`config.mk`:
```
export PLATFORM = sky130hd
export DESIGN_NAME = mem_req_sram_bridge
export DESIGN_NICKNAME = d
export VERILOG_FILES = /design/src/rtl/mem_req_sram_bridge.sv
export SDC_FILE = /design/constraint.sdc
export NUM_CORES = 1
export LEC_CHECK = 0
export CAP_MARGIN = 25
export CORE_AREA = 2 2 132 134
export CTS_BUF_LIST = sky130_fd_sc_hd__clkbuf_4
export DETAILED_ROUTE_END_ITERATION = 10
export DIE_AREA = 0 0 134 136
export GPL_ROUTABILITY_DRIVEN = 0
export HOLD_SLACK_MARGIN = 0.06
export PLACE_DENSITY = 0.91
export SLEW_MARGIN = 40
export SYNTH_ARGS = -nofsm -noshare
export SYNTH_HDL_FRONTEND = slang
export SYNTH_SLANG_ARGS = --single-unit
```
`constraint.sdc`:
```
create_clock -name clk -period 6.43 [get_ports clk]
set_input_delay 1.286 -clock clk [delete_from_list [all_inputs] [get_ports clk]]
set_output_delay 1.286 -clock clk [all_outputs]
set_load 0.01 [all_outputs]
```
`src/rtl/mem_req_sram_bridge.sv`:
```
// mem_req_sram_bridge: in-order request FIFO replaying to a grant/stall SRAM.
// Read data is returned in request order after a fixed RD_LAT pipe.
// Ports: clk, rst (sync, active-high); mem_req/mem_write/mem_addr/mem_wdata
//   upstream requests; mem_rdata_vld/mem_rdata in-order read return;
//   sram_cs/we/addr/wdata + sram_gnt/sram_rdata SRAM side;
//   overflow (sticky) / overflow_clr; busy; fifo_level occupancy.
// Option: MEM_BRIDGE_BYPASS_EN issues to the SRAM in the request cycle
//   when the FIFO is empty.
`timescale 1ns/1ps
module mem_req_sram_bridge #(
  parameter int MEM_AW     = 16,
  parameter int MEM_DW     = 32,
  parameter int FIFO_DEPTH = 4,
  parameter int RD_LAT     = 2
) (
  input  logic                          clk,
  input  logic                          rst,
  input  logic                          mem_req,
  input  logic                          mem_write,
  input  logic [MEM_AW-1:0]             mem_addr,
  input  logic [MEM_DW-1:0]             mem_wdata,
  output logic                          mem_rdata_vld,
  output logic [MEM_DW-1:0]             mem_rdata,
  output logic                          sram_cs,
  output logic                          sram_we,
  output logic [MEM_AW-1:0]             sram_addr,
  output logic [MEM_DW-1:0]             sram_wdata,
  input  logic                          sram_gnt,
  input  logic [MEM_DW-1:0]             sram_rdata,
  output logic                          overflow,
  input  logic                          overflow_clr,
  output logic                          busy,
  output logic [$clog2(FIFO_DEPTH):0]   fifo_level
);

  localparam int PW = $clog2(FIFO_DEPTH);
  localparam int LW = PW + 1;

  typedef struct packed {
    logic              we;
    logic [MEM_AW-1:0] addr;
    logic [MEM_DW-1:0] wdata;
  } req_t;

  req_t              fifo_q [FIFO_DEPTH];
  logic [PW-1:0]     wptr_q, wptr_d;
  logic [PW-1:0]     rptr_q, rptr_d;
  logic [LW-1:0]     cnt_q, cnt_d;
  logic              ovf_q, ovf_d;
  logic [RD_LAT-1:0] pipe_q, pipe_d;
  logic [RD_LAT:0]   pipe_sh;
  logic              vld_q, vld_d;
  logic [MEM_DW-1:0] rdata_q, rdata_d;

  logic empty, full, push, pop, drop, acc, rd_acc;
  req_t in_req, head, issue;

  assign empty  = (cnt_q == '0);
  assign full   = (cnt_q == LW'(FIFO_DEPTH));
  assign in_req = '{we: mem_write, addr: mem_addr, wdata: mem_wdata};
  assign head   = fifo_q[rptr_q];
  assign pop    = !empty && sram_gnt;

`ifdef MEM_BRIDGE_BYPASS_EN
  // Empty FIFO: present the incoming request directly; it only
  // enters the FIFO if the SRAM stalls it.
  assign sram_cs = !empty || mem_req;
  assign issue   = empty ? in_req : head;
  assign push    = mem_req && !(empty && sram_gnt) && (!full || pop);
  assign drop    = mem_req && !(empty && sram_gnt) && full && !pop;
`else
  assign sram_cs = !empty;
  assign issue   = head;
  assign push    = mem_req && (!full || pop);
  assign drop    = mem_req && full && !pop;
`endif

  assign sram_we    = issue.we;
  assign sram_addr  = issue.addr;
  assign sram_wdata = issue.wdata;

  assign acc    = sram_cs && sram_gnt;
  assign rd_acc = acc && !issue.we;

  always_comb begin
    wptr_d  = wptr_q + PW'(push);
    rptr_d  = rptr_q + PW'(pop);
    cnt_d   = cnt_q + LW'(push) - LW'(pop);
    ovf_d   = drop ? 1'b1 : (overflow_clr ? 1'b0 : ovf_q);
    pipe_sh = {pipe_q, rd_acc};
    pipe_d  = pipe_sh[RD_LAT-1:0];
    vld_d   = pipe_q[RD_LAT-1];
    rdata_d = vld_d ? sram_rdata : rdata_q;
  end

  always_ff @(posedge clk) begin
    if (push) begin
      fifo_q[wptr_q] <= in_req;
    end
  end

  always_ff @(posedge clk) begin
    if (rst) begin
      wptr_q  <= '0;
      rptr_q  <= '0;
      cnt_q   <= '0;
      ovf_q   <= 1'b0;
      pipe_q  <= '0;
      vld_q   <= 1'b0;
      rdata_q <= '0;
    end else begin
      wptr_q  <= wptr_d;
      rptr_q  <= rptr_d;
      cnt_q   <= cnt_d;
      ovf_q   <= ovf_d;
      pipe_q  <= pipe_d;
      vld_q   <= vld_d;
      rdata_q <= rdata_d;
    end
  end

  assign mem_rdata_vld = vld_q;
  assign mem_rdata     = rdata_q;
  assign overflow      = ovf_q;
  assign fifo_level    = cnt_q;
  // Return register included so busy drops the cycle after the last pulse.
  assign busy          = !empty || (|pipe_q) || vld_q;

endmodule

```
Yosys cells after proc, flatten, opt, wreduce, memory -nomap -nowiden
Memory sizes are Yosys's and may differ from the RTL's. A register that Yosys moved wholly into a read port is not among the register bits.
Index checks and enable logic that the tools add are counted.
{"block": "totals", "register_bits": 43, "ramBits": 196, "inputBits": 86, "elab_cells": 33, "memories": 1}
{"name": "fifo_q", "words": 4, "word_bits": 49, "rd": 1, "rd_ports_with_merged_regs": 1, "write_ports": 1, "line_no": "45", "source": "req_t fifo_q [FIFO_DEPTH];"}
{"block": "classes", "add_sub_neg": 4, "eq_ne": 1, "n_mux": 5, "n_reduce_logical": 15}
{"operator": "logical AND 1 bit", "n": 5}
{"operator": "adder 2 x 1 -> 2 bit", "n": 2}
{"operator": "logical NOT 1 bit", "n": 4}
{"operator": "2-to-1 mux 1 bit", "n": 4}
{"operator": "adder 3 x 1 -> 3 bit", "n": 1}
{"operator": "== test 3 bit, second input constant", "n": 1}
{"operator": "logical NOT 3 bit", "n": 1}
{"operator": "logical OR 1 bit", "n": 3}
{"operator": "subtractor 3 x 1 -> 3 bit", "n": 1}
{"operator": "2-to-1 mux 2 bit", "n": 1}
{"operator": "nonzero test 2 bit", "n": 1}
{"operator": "OR reduction 2 bit", "n": 1}

Longest topological paths before layout
{"block": "logic_depth", "ltp_word": 7, "depth_mapped": 9, "ltp_nobuf": 9}

Worst setup path after synthesis
OpenSTA, ideal clock, no wires.
{"block": "synth_timing", "kind": "input -> register", "from": "input port sram_gnt", "to": "memory fifo_q[1][0] (netlist name), enable pin", "setup_ps": 526, "arrival_time_ps": 5175, "required_time_ps": 5904, "slack_ps": 729, "stages": 3, "path_cell_list": "nor4b_1 nand2b_2 nor3b_1"}
{"block": "synth_between", "elab_chain_len": 5}
{"item": "from (decl)", "line_no": "28", "source": "input logic sram_gnt,"}
{"item": "logical AND 1 bit", "line_no": "62", "source": "assign pop = !empty && sram_gnt;"}
{"item": "logical OR 1 bit", "line_no": "74", "source": "assign push = mem_req && (!full || pop);"}
{"item": "logical AND 1 bit", "line_no": "74"}
{"item": "2-to-1 mux 1 bit", "line_no": "97", "source": "if (push) begin"}
{"item": "2-to-1 mux 1 bit (implied by the code)", "line_no": "98", "source": "fifo_q[wptr_q] <= in_req;"}
{"item": "to (decl)", "line_no": "45"}
No other way between the ends.

==> impl_metrics.csv <==
group,metric,value,unit
place,pre_cts_slack,2.869,ns
route,drt_iter0_drc,186,
timing,tightest_slew,0.7770,ns
logic_synthesis,synth_area,8713,um^2
clock_tree,cts_resized,0,
clock_tree,cts_hold_buf,0,
pwr,p_leak,0.003801,uW
grt,grt_max_degree,51,
timing,setup_slack,2.460,ns
clock_tree,cts.sinks,239,
logic_synthesis,synth_top_area_cell,"edfxtp_1",
grt,grt_usage,19.14,%
timing,finalSetupViolations,0,
grt,grt_pass1_wl,26650,um
route,route.met2.wl,8699,um
grt,antenna_found_initial,0,
critical_path,start_kind,"flop",
logic_synthesis,synthDistinctLibCells,25,
timing,skew,0.01669,ns
timing,rsz0062_at_grt,"no",
final_layout,diodes,0,
pwr,switchingPower,1002,uW
timing,fin_crit_sh,61.74,%
floorplan,chipWidth,134,um
route,firstDrtPassIters,7,
critical_path,critPathArrivalTime,2.68,ns
route,dr_wl_met3,1157,um
grt,grt.overflow.total,0,
timing,report.final.hold_viol_count,0,
critical_path,endpoint_kind,"output pin",
clock_tree,post_cts_buffers,0,
critical_path,critical_path_required,5.14,ns
clock_tree,clkSlewWorstSetupHoldPaths,0.07,ns
final_layout,drive_above_1_share,22.85,%
timing,maxSlewHeadroom,48.03,%
clock_tree,root_buffer,"clkbuf_4",
logic_synthesis,yosysMostFrequentCell,"edfxtp_1",
route,final_antenna_net_count,0,
logic_synthesis,synth_edf_count,196,
final_layout,fin_util,67.83,%
floorplan,io_pins,174,
floorplan,die-area,18220,um^2
critical_path,cp_max_fo,26,
min_path,hold_path.class,"reg -> reg",
route,drt_wl_total,16990,um
final_layout,num-fill-cells,1088,
grt,grt_pass1_vias,5256,
clock_tree,cts.path.max_buffers,3,
timing,max_clock_freq,251.9,MHz
route,vias,4669,
route,drc,0,
pwr,clock_power_share,31.1,%
floorplan,core.rowCount,48,
pwr,pwr-share-seq,46.6,%
route,wire_per_inst,18.90,um
logic_synthesis,syn_avg_cell_area,21.36,um^2
pwr,p_int,3058,uW
final_layout,fin_nets,717,
clock_tree,cts_tree,"yes",
logic_synthesis,yosysWarningCount,0,
logic_synthesis,ys_ff_latch,239,
critical_path,worst-setup-path-type,"reg -> out",
floorplan,coreArea,16880,um^2
logic_synthesis,synth_ff_type,"edfxtp_1",
clock_tree,htree_num_levels,2,
logic_synthesis,ys_async_sr_fraction,0,%
pwr,powerDensity,354.7,nW/um^2
clock_tree,clk_latency,0.63,ns
route,dr.max_layer_used,"met4",
logic_synthesis,synth_commonest_cells,"edfxtp_1 (196), mux4_2 (46), dfxtp_1 (43)",
logic_synthesis,syn_inst,408,
timing,period_needed,3.970,ns
floorplan,initial_utilization,51.63,%
floorplan,dieHeight,136,um
logic_synthesis,synth_top_area_share,67.55,%
place,io_buffers,173,
pwr,p_comb_share,22.3,%
pwr,swShare,24.68,%
final_layout,syn2layout_area_growth,31.38,%
clock_tree,cts_buffers,57,
timing,finalMaxSlewViolations,0,
place,dp_hpwl,10500,um
route,wl_met1,6813,um
pwr,vdd_ir_drop_max,233.0,uV
logic_synthesis,synth.area.top_cells,"edfxtp_1 (68%), mux4_2 (12%), dfxtp_1 (9.9%)",
timing,fin_setup_tns,0,ns
route,via_per_inst,5.194,
status,status,"complete, no violations",
logic_synthesis,seq_area_frac_synth,77.43,%
logic_synthesis,syn-num-nets,499,
flow_run,maxCapViolations,0,
==> critical path, stage by stage (launching register included) <==
cell and delay (ns):
dfxtp_4 0.67, buf_12 0.30, mux4_2 0.57, clkdlybuf4s50_1 0.50
==> stage by stage <==
stage,power (uW),std cells,cell area [um^2],hold WS [ns]
floorplan,2421,408,8713,0.4325
global placement,2808,791,10640,0.4470
detailed placement,2850,792,10660,0.4511
CTS,4128,899,11450,0.4737
global route,4261,899,11450,0.4972
finish,4060,899,11450,0.4765
==> power groups by stage <==
stage | sequential (uW) | clock (uW) | combinational (uW)
detailed placement | 1930 | 0 | 921
CTS | 1900 | 1310 | 925
finish | 1890 | 1260 | 907
global route | 1910 | 1390 | 966
floorplan | 1880 | 0 | 538
global placement | 1950 | 0 | 854
==> per-layer routing <==
layer	vias to the layer above	track usage (%)
met2	193	32.88
met5	-	0
li1	2106	-
met3	27	5.817
met4	0	7.742
met1	2343	22.70
==> cell usage in the layout, fill, tap and decap left out, types with 3 or more instances in the layout <==
cell	instances
nor2b_1	7
mux4_1	3
inv_1	4
clkdlybuf4s50_1	173
nor2_1	36
clkbuf_4	88
mux2i_1	32
edfxtp_1	196
mux4_2	46
xnor2_1	4
clkinv_1	14
ha_1	4
buf_4	6
dfxtp_1	40
==> worst paths after layout <==
kind              slack (ns)                startpoint  depth (start not counted)                        to
setup / recovery        2.46      rptr_q[0]$_SDFF_PP0_                          3             sram_wdata[8]
hold / removal          0.48      pipe_q[0]$_SDFF_PP0_                          1      pipe_q[1]$_SDFF_PP0_
setup reg to reg        4.05  fifo_level[2]$_SDFF_PP0_                          9  fifo_level[2]$_SDFF_PP0_
hold reg to reg         0.48      pipe_q[0]$_SDFF_PP0_                          1      pipe_q[1]$_SDFF_PP0_
==> cell families (layout without fill, tap and decap cells) <==
kind of cell	count (synthesis)	in the layout	synth area share, %
AOI/OAI and AO/OA	1	1	0.05738
DFF	239	239	77.43
muxes	81	81	16.47
adders and majority gates	5	5	0.8042
buffers and inverters	25	291	1.967
xor gates and xnor gates	4	4	0.4020
and+or+nand+nor	53	53	2.872
==> area by class of cell <==
cell class | instances | area (um^2) | area share (%)
flip-flops and latches | 239 | 6755 | 59.01
multi-input cells | 144 | 1812 | 15.83
repair buffers | 180 | 1797 | 15.70
clock buffers | 88 | 660.6 | 5.771
well taps | 225 | 281.5 | 2.459
clock inverters | 19 | 126.4 | 1.104
inverters | 4 | 15.01 | 0.1312
==> registers in the layout, indices dropped and copies added, names as in the netlist <==
register and flops:
fifo_level 3, rptr_q 2, fifo_q 196, mem_rdata 32, mem_rdata_vld 1, wptr_q 2, overflow 1, pipe_q 2
(Power assumes the default switching activity.)
